<file path="config.mk">
export PLATFORM = sky130hd
export DESIGN_NAME = segre_mem_arbiter
export DESIGN_NICKNAME = d
export VERILOG_FILES = /design/src/rtl/segre_pkg.sv /design/src/rtl/segre_arb_fifo.sv /design/src/rtl/segre_mem_arbiter.sv
export SDC_FILE = /design/constraint.sdc
export NUM_CORES = 2
export LEC_CHECK = 0
export BUFFER_PORTS_ARGS = -buffer_cell sky130_fd_sc_hd__buf_2
export CORE_MARGIN = 2
export CORE_UTILIZATION = 35
export CTS_BUF_LIST = sky130_fd_sc_hd__clkbuf_8
export DETAILED_ROUTE_END_ITERATION = 10
export PLACE_DENSITY = 0.6
export SETUP_SLACK_MARGIN = 0.02
export SLEW_MARGIN = 40
export SYNTH_ARGS = -nofsm -noshare
export SYNTH_HDL_FRONTEND = slang
export SYNTH_SLANG_ARGS = --single-unit
</file>
<file path="constraint.sdc">
create_clock -name clk_i -period 9.51 [get_ports clk_i]
set_input_delay 0.951 -clock clk_i [delete_from_list [all_inputs] [get_ports clk_i]]
set_output_delay 0.951 -clock clk_i [all_outputs]
set_load 0.05 [all_outputs]
</file>
<file path="src/rtl/segre_pkg.sv">
// segre_pkg: shared request/response types, sizes and arbiter states for the cache-to-memory path.
package segre_pkg;
    localparam int ARB_BUF_SIZE         = 16;
    localparam int ARB_PTR_SIZE         = 4;
    localparam int ADDR_SIZE            = 32;
    localparam int CACHE_LINE_SIZE_BITS = 128;

    typedef enum logic {ICACHE = 1'b0, DCACHE = 1'b1} cache_id_e;

    typedef enum logic [1:0] {IDLE, ISSUE, WAIT_RSP} arb_state_e;

    typedef struct packed {
        logic [ADDR_SIZE-1:0]            addr;
        logic                            rd;
        logic                            wr;
        logic [CACHE_LINE_SIZE_BITS-1:0] data;
        cache_id_e                       cache_id;
    } cache_mem_req_t;
endpackage

</file>
<file path="src/rtl/segre_arb_fifo.sv">
// segre_arb_fifo: circular FIFO of cache_mem_req_t; BUF_SIZE must equal 2**PTR_SIZE so pointers wrap naturally.
module segre_arb_fifo
    import segre_pkg::*;
#(
    parameter int BUF_SIZE = ARB_BUF_SIZE,
    parameter int PTR_SIZE = ARB_PTR_SIZE
) (
    input  logic              clk_i,
    input  logic              rsn_i,
    input  logic              push_i,
    input  cache_mem_req_t    data_i,
    input  logic              pop_i,
    output cache_mem_req_t    data_o,
    output logic              full_o,
    output logic              empty_o,
    output logic [PTR_SIZE:0] count_o
);
    cache_mem_req_t      buf_q [BUF_SIZE];
    logic [PTR_SIZE-1:0] wr_ptr_q, rd_ptr_q;
    logic [PTR_SIZE:0]   count_q;
    logic                do_push, do_pop;

    assign full_o  = count_q == (PTR_SIZE+1)'(BUF_SIZE);
    assign empty_o = count_q == '0;
    assign do_push = push_i && !full_o;
    assign do_pop  = pop_i && !empty_o;
    assign data_o  = buf_q[rd_ptr_q];
    assign count_o = count_q;

    always_ff @(posedge clk_i or negedge rsn_i) begin
        if (!rsn_i) begin
            wr_ptr_q <= '0;
            rd_ptr_q <= '0;
            count_q  <= '0;
        end else begin
            if (do_push) wr_ptr_q <= wr_ptr_q + 1'b1;
            if (do_pop) rd_ptr_q <= rd_ptr_q + 1'b1;
            count_q <= count_q + (PTR_SIZE+1)'(do_push) - (PTR_SIZE+1)'(do_pop);
        end
    end

    // Entries need no reset: occupancy alone decides what is valid.
    always_ff @(posedge clk_i) begin
        if (do_push) buf_q[wr_ptr_q] <= data_i;
    end
endmodule

</file>
<file path="src/rtl/segre_mem_arbiter.sv">
// segre_mem_arbiter: queues icache/dcache requests and runs one memory transaction at a time.
// Optional SEGRE_ARB_DCACHE_PRIO_EN makes the dcache win every tie instead of round-robin.
module segre_mem_arbiter
    import segre_pkg::*;
#(
    parameter int BUF_SIZE = ARB_BUF_SIZE,
    parameter int PTR_SIZE = ARB_PTR_SIZE
) (
    input  logic                            clk_i,
    input  logic                            rsn_i,
    input  logic                            ic_req_valid_i,
    output logic                            ic_req_ready_o,
    input  cache_mem_req_t                  ic_req_i,
    input  logic                            dc_req_valid_i,
    output logic                            dc_req_ready_o,
    input  cache_mem_req_t                  dc_req_i,
    output logic                            mem_req_valid_o,
    input  logic                            mem_req_ready_i,
    output cache_mem_req_t                  mem_req_o,
    input  logic                            mem_rsp_valid_i,
    input  logic [CACHE_LINE_SIZE_BITS-1:0] mem_rsp_line_i,
    output logic                            ic_rsp_valid_o,
    output logic                            dc_rsp_valid_o,
    output logic [CACHE_LINE_SIZE_BITS-1:0] rsp_line_o,
    output logic [PTR_SIZE:0]               arb_count_o
);
    arb_state_e                      state_q, state_d;
    cache_mem_req_t                  req_q, push_data, pop_data;
    logic [CACHE_LINE_SIZE_BITS-1:0] rsp_line_q;
    logic                            ic_rsp_q, dc_rsp_q;
    logic                            full, empty, tie_dc, grant_dc, grant_ic, push, pop, rsp_hit;

    assign grant_dc       = dc_req_valid_i && (!ic_req_valid_i || tie_dc);
    assign grant_ic       = ic_req_valid_i && !grant_dc;
    // Readys are gated by reset so nothing looks accepted while the arbiter is held.
    assign ic_req_ready_o = rsn_i && grant_ic && !full;
    assign dc_req_ready_o = rsn_i && grant_dc && !full;
    assign push           = ic_req_ready_o || dc_req_ready_o;

    always_comb begin
        push_data          = grant_dc ? dc_req_i : ic_req_i;
        push_data.cache_id = grant_dc ? DCACHE : ICACHE;
    end

`ifdef SEGRE_ARB_DCACHE_PRIO_EN
    assign tie_dc = 1'b1;
`else
    cache_id_e last_grant_q;
    assign tie_dc = last_grant_q == ICACHE;
    always_ff @(posedge clk_i or negedge rsn_i) begin
        if (!rsn_i) last_grant_q <= ICACHE;
        else if (push) last_grant_q <= grant_dc ? DCACHE : ICACHE;
    end
`endif

    segre_arb_fifo #(.BUF_SIZE(BUF_SIZE), .PTR_SIZE(PTR_SIZE)) u_fifo (
        .clk_i   (clk_i),
        .rsn_i   (rsn_i),
        .push_i  (push),
        .data_i  (push_data),
        .pop_i   (pop),
        .data_o  (pop_data),
        .full_o  (full),
        .empty_o (empty),
        .count_o (arb_count_o)
    );

    always_comb begin
        state_d = state_q;
        pop     = 1'b0;
        rsp_hit = 1'b0;
        case (state_q)
            IDLE: if (!empty) begin
                pop     = 1'b1;
                state_d = ISSUE;
            end
            ISSUE: if (mem_req_ready_i) state_d = WAIT_RSP;
            WAIT_RSP: if (mem_rsp_valid_i) begin
                rsp_hit = 1'b1;
                state_d = IDLE;
            end
            default: state_d = IDLE;
        endcase
    end

    always_ff @(posedge clk_i or negedge rsn_i) begin
        if (!rsn_i) begin
            state_q    <= IDLE;
            req_q      <= '0;
            rsp_line_q <= '0;
            ic_rsp_q   <= 1'b0;
            dc_rsp_q   <= 1'b0;
        end else begin
            state_q  <= state_d;
            if (pop) req_q <= pop_data;
            if (rsp_hit) rsp_line_q <= mem_rsp_line_i;
            ic_rsp_q <= rsp_hit && req_q.cache_id == ICACHE;
            dc_rsp_q <= rsp_hit && req_q.cache_id == DCACHE;
        end
    end

    assign mem_req_valid_o = state_q == ISSUE;
    assign mem_req_o       = req_q;
    assign ic_rsp_valid_o  = ic_rsp_q;
    assign dc_rsp_valid_o  = dc_rsp_q;
    assign rsp_line_o      = rsp_line_q;
endmodule

</file>
# == After elaboration in Yosys (flattened, before gate mapping) ==
# Memory sizes are Yosys's and may differ from the RTL's. A register that Yosys moved wholly into a read port is not among the register bits.
# Index checks and enable logic that the tools add are counted.
# totals
register_bits,146
ramBits,2608
input_bits,460
out_inout_bits,301
memories,1
# op_classes
n_addsub,4
eq_ne,6
n_mux,12
n_bitwise,2
reduce_logical,20
# memory_table
memory,words,word_bits,rd,rd_clocked_by_memory_dff,write_ports,line,source
u_fifo.buf_q,16,163,1,1,1,segre_arb_fifo.sv:18,cache_mem_req_t buf_q [BUF_SIZE];
# op_table
operator,n
$mux 163,1
$logic_and 1x1->1,10
$add 4x1->4 const B,2
$mux 1,7
$mux 2,3
$pmux 2 s3,1
$add 5x1->5,1
$eq 5x5->1 const B,1
$logic_not 1->1,5
$logic_not 5->1,1
$sub 5x1->5,1
$ne 2x2->1 const B,2
$reduce_and 3->1,1
$eq 2x1->1 const B,1
$eq 2x2->1 const B,1
$logic_not 2->1,1
$logic_or 1x1->1,2
$ne 2x1->1 const B,1
$not 1->1,2

# == Logic depth before layout (Yosys ltp) ==
# logic_depth
depth_word,11
ltp_mapped,15
ltp_nobuf,13

# == Cells and area by module ==
# A second synthesis with hierarchy kept.
# unflattened
hier_cells,5581
hier_area_um2,113401.3
# modules_own_cells
mod,instances,cells_per_inst,area_each_um2,seq_area_each_um2
segre_arb_fifo,1,4760,99873.3,78640.4
segre_mem_arbiter,1,821,13528.0,7407.1

# == Worst setup path before layout ==
# Ideal clock, no wire load.
# synth_path
path_type,reg2reg
startpoint,reg u_fifo.count_q[2] (netlist: u_fifo.count_o[2])
endpoint,"mem u_fifo.buf_q[10][0] (netlist name), enable pin"
setup_ns,0.689
arrival_time_ns,8.474
t_required_ns,8.821
path_slack_ns,0.347
path_stages_with_launch,6
path_buffers,0
path_cell_list,dfrtp_1 -> inv_1 -> ha_1 -> a311oi_2 -> nand3b_1 -> nor2_1
# synth_between
elab_chain_cells,7
elab_cells_between_ends,8
cone_classes,eq/ne: 1; mux: 2; reduce/logical: 5
# synth_rtl
item,line,source
"start, declared",segre_arb_fifo.sv:20,logic [PTR_SIZE:0] count_q;
"start signal, assigned",segre_arb_fifo.sv:38,count_q <= count_q + (PTR_SIZE+1)'(do_push) - (PTR_SIZE+1)'(do_pop);
$eq 5x5->1 (*),segre_arb_fifo.sv:23,assign full_o = count_q == (PTR_SIZE+1)'(BUF_SIZE);
$logic_not 1->1 (*),"segre_arb_fifo.sv:25, segre_mem_arbiter.sv:36, segre_mem_arbiter.sv:37",
$logic_and 1x1->1 (on tied branches),"segre_mem_arbiter.sv:36, segre_mem_arbiter.sv:37",
$logic_or 1x1->1,segre_mem_arbiter.sv:38,assign push = ic_req_ready_o || dc_req_ready_o;
$logic_and 1x1->1 (*),segre_arb_fifo.sv:25,assign do_push = push_i && !full_o;
via u_fifo.do_push,segre_arb_fifo.sv:21,"logic do_push, do_pop;"
$mux 1 (*),segre_arb_fifo.sv:44,if (do_push) buf_q[wr_ptr_q] <= data_i;
$mux 1 (not written as such) (*),segre_arb_fifo.sv:44,
"end, declared",segre_arb_fifo.sv:18,
# Mark *: on every way through the listed nets, which the timed path passes. The rest lies on a longest branch.

# == Worst setup path in the final report ==
# layout_path
startpoint,reg state_q[1]
endpoint,"reg, netlist name mem_req_o[129]"
# layout_between
elab_chain_cells,2
# layout_rtl
item,line,source
"start, declared",segre_mem_arbiter.sv:27,"arb_state_e state_q, state_d;"
"start signal, assigned",segre_mem_arbiter.sv:94,state_q <= state_d;
$logic_not 2->1,segre_mem_arbiter.sv:72,case (state_q)
$mux 1,segre_mem_arbiter.sv:72,
# No other way between the ends.
# A chain may end at the register's enable or synchronous reset.

==> results_dict.tcl <==
set metrics [dict create \
    status "completed" \
    final_cell_count_no_fill 10900 \
    ys_seq_area_share_pct 76.8 \
    synth_top_area_cell "edfxtp_1" \
    crit_fanout 70 \
    grt_max_degree 135 \
    gp_congestion 0.717 \
    cap_violations 0 \
    multi_input_area_sq_um 24300 \
    die_w_um 570 \
    placed_cell_area_sq_um 121000 \
    hp-class "in2reg" \
    area_growth_pct 16.6 \
    synthCells 5289 \
    routedWlPerCell_um 25.9 \
    timing.rr.end "mem_req_o[129]" \
    crit_path_end_kind "flip-flop" \
    crit_top_cell "buf_4" \
    synth.top_cell.area_share_pct 69.9 \
    vdd_drop_max_mv 0.228 \
    worst-r2r-setup-slack_ns 4.82 \
    vias 56800 \
    drv_slew 0 \
    min_period_over_period_pct 49.4 \
    syn_area_sq_um 112000 \
    synth_nets 5761 \
    max_freq_ghz 0.213 \
    final_common_cell "edfxtp_1" \
    tritoncts "built" \
    fin_area_sq_um 131000 \
    worstSetupPathType "reg2reg" \
    synth-edff-count 2608 \
    clockRootBuffer "clkbuf_8" \
    ant_nets 0 \
    slew-limit-headroom_pct 39.3 \
    nets 6826 \
    num_io_pins 761 \
    hold_viol_final 0 \
    grt_pass1_vias 59800 \
    slowest_stage "buf_4" \
    cts_sinks 2917 \
    synth.area.top_cells "edfxtp_1 70%, mux4_2 8.8%, dfrtp_1 6.9%, mux2_2 3.8%, mux2i_1 3.8%" \
    clock_latency_ns 1.12 \
    avgSynthCellArea_sq_um 21.2 \
    yosys_warnings 0 \
    io_buffers 758 \
    drive_above_1_share_pct 35.8 \
    cts_buffer_depth 4 \
    dp_hpwl_um 150000 \
    drc 0 \
    async_reset_ff_share_pct 10.6 \
    seq_area_sq_um 86100 \
    cpLargestDelayFamily "buffers and inverters" \
    path_depth 7 \
    setup_tns_ns 0 \
    power_leakage_nw 44.6 \
    critPathBufInv 3 \
    vias_per_cell 5.19 \
    clk_pin_slew_worst_paths_ns 0.06 \
    drt_iter0_markers 5150 \
    die_h_um 570 \
    worstPathRequired_ns 10.50 \
    ys_seq_elements 2917 \
    startpoint_type "flip-flop" \
    ys_types 50 \
    whs_ns 0.143 \
    cts-buffers-inserted 462 \
    grt_pass1_wl_um 407000 \
    die_area_sq_um 325000 \
    rsz0062_at_grt "false" \
    std_cell_rows 207 \
    min_period_ns 4.69 \
    antenna_found_initial 7 \
    crit_arrival_ns 5.68 \
    grt_usage_pct 17.0 \
    worstReg2RegStart "state_q[1]" \
    cpPeakStageDelay_ns 0.73 \
    start_util_pct 35.2 \
    crit_chain "nor2_1 > nand2_8 > inv_8 > buf_4 > buf_4 > nand4_1 > a2bb2oi_2" \
    worst_pin_slew_ns 0.910 \
    holdPathStages 2 \
    whs_endpoint "rsp_line_o[125]" \
    setup_violations 0 \
    place_inst 10000 \
    core_sq_um 318000 \
    drt_first_pass_iters 5 \
    hold_path.startpoint "mem_rsp_line_i[125]" \
    r2r_cells 7 \
    fillers 28100 \
    final_cell_mix "2608 x edfxtp_1, 757 x buf_2, 528 x clkbuf_8" \
    synth_ff_type "edfxtp_1" \
    wirelength_um 284000 \
    overflow 0 \
    p_per_area_nw_per_um2 309 \
    finClkSkew_ns 0.112 \
    htree_levels 5 \
]
-- worst max-delay path by stage --
stage                                 start                     to
after floorplan           u_fifo.count_o[2]    u_fifo.buf_q[10][0]
after detailed placement              rsn_i  u_fifo.buf_q[10][144]
after CTS                        state_q[1]         mem_req_o[129]
after global routing             state_q[1]         mem_req_o[129]
after global placement                rsn_i  u_fifo.buf_q[10][144]
final                            state_q[1]         mem_req_o[129]
-- flip-flops by register name, indices dropped and copies added (netlist names) --
name and count:
dc_rsp_valid_o 1, ic_rsp_valid_o 1, state_q 2, mem_req_o 163, u_fifo.count_o 5, u_fifo.rd_ptr_q 4
last_grant_q 1, u_fifo.buf_q 2608, rsp_line_o 128, u_fifo.wr_ptr_q 4
-- cell type report --
| type | instances | share of cell area [%] |
|---|---|---|
| Sequential cell | 2917 | 65.8 |
| Multi-Input combinational cell | 2045 | 18.6 |
| Clock buffer | 528 | 5.56 |
| Timing Repair Buffer | 912 | 4.39 |
| Tap cell | 4180 | 4.00 |
| Clock inverter | 342 | 1.57 |
| Inverter | 16 | 0.0517 |
| Antenna cell | 3 | 0.00574 |
-- worst register-to-register path, cell delays in order (launching register included) --
cell,delay (ns)
dfrtp_1,0.42
nor2_1,0.66
nand2_8,0.65
inv_8,0.75
buf_4,0.70
buf_4,0.78
nand4_1,0.40
a2bb2oi_2,0.23
-- per-stage QoR --
step           worst slack (ns)  power, W  util (%)
2_1_floorplan             0.347    0.0264         -
3_3_place_gp               4.57    0.0299      37.9
3_5_place_dp               4.44    0.0302      38.0
4_1_cts                    4.75    0.0408      41.0
5_1_grt                    4.64    0.0421      41.1
6_report                   4.82    0.0403      41.1
-- power by group --
part / switching, W / internal [W] / leakage, nW
clock network: 0.00503 / 0.00553 / 5.46
registers: 0.000734 / 0.0158 / 27.1
logic: 0.00847 / 0.00476 / 12.0
total: 0.0142 / 0.0261 / 44.6
-- cells by family (layout without fill, tap and decap cells) --
logic type,after synthesis,count (layout),synth area share (%)
other,0,3,0
AO/OA/AOI/OAI,536,536,3.81
flip-flops,2917,2917,76.8
XOR/XNOR,10,10,0.0781
adder cells (fa/ha/maj),12,12,0.141
buffers and inverters,327,1798,1.67
multiplexers,1247,1247,16.5
AND/OR/NAND/NOR,240,240,1.08
-- what timing repair did --
action	CTS	global route
hold buffers	35	0
endpoints found under the hold margin	56	0
setup buffers	0	0
gates resized for setup	0	0
-- Yosys cell counts (8+ instances only) --
| master | n |
|---|---|
| buf_6 | 8 |
| mux4_2 | 439 |
| nand4_1 | 72 |
| edfxtp_1 | 2608 |
| and2_1 | 12 |
| buf_4 | 70 |
| mux2i_1 | 426 |
| a21oi_1 | 58 |
| clkbuf_1 | 73 |
| inv_1 | 15 |
| o22ai_1 | 148 |
| a22oi_1 | 213 |
| nor2_1 | 50 |
| nand2_1 | 80 |
| buf_2 | 146 |
| dfrtp_1 | 309 |
| o32ai_1 | 36 |
| mux2_2 | 382 |
| a2bb2oi_2 | 70 |
| ha_1 | 11 |
-- per-layer routing --
| layer | routed length (um) | global-route usage (%) | up-vias | share of wire (%) |
|---|---|---|---|---|
| met4 | 6590 | 4.75 | 0 | 2.3 |
| met3 | 18200 | 3.03 | 453 | 6.4 |
| li1 | - | - | 24200 | - |
| met1 | 119000 | 22.3 | 30000 | 42 |
| met2 | 140000 | 29.0 | 2067 | 49 |
| met5 | 0 | 0 | - | 0 |
Note: power is estimated with default switching activity, not from simulation.
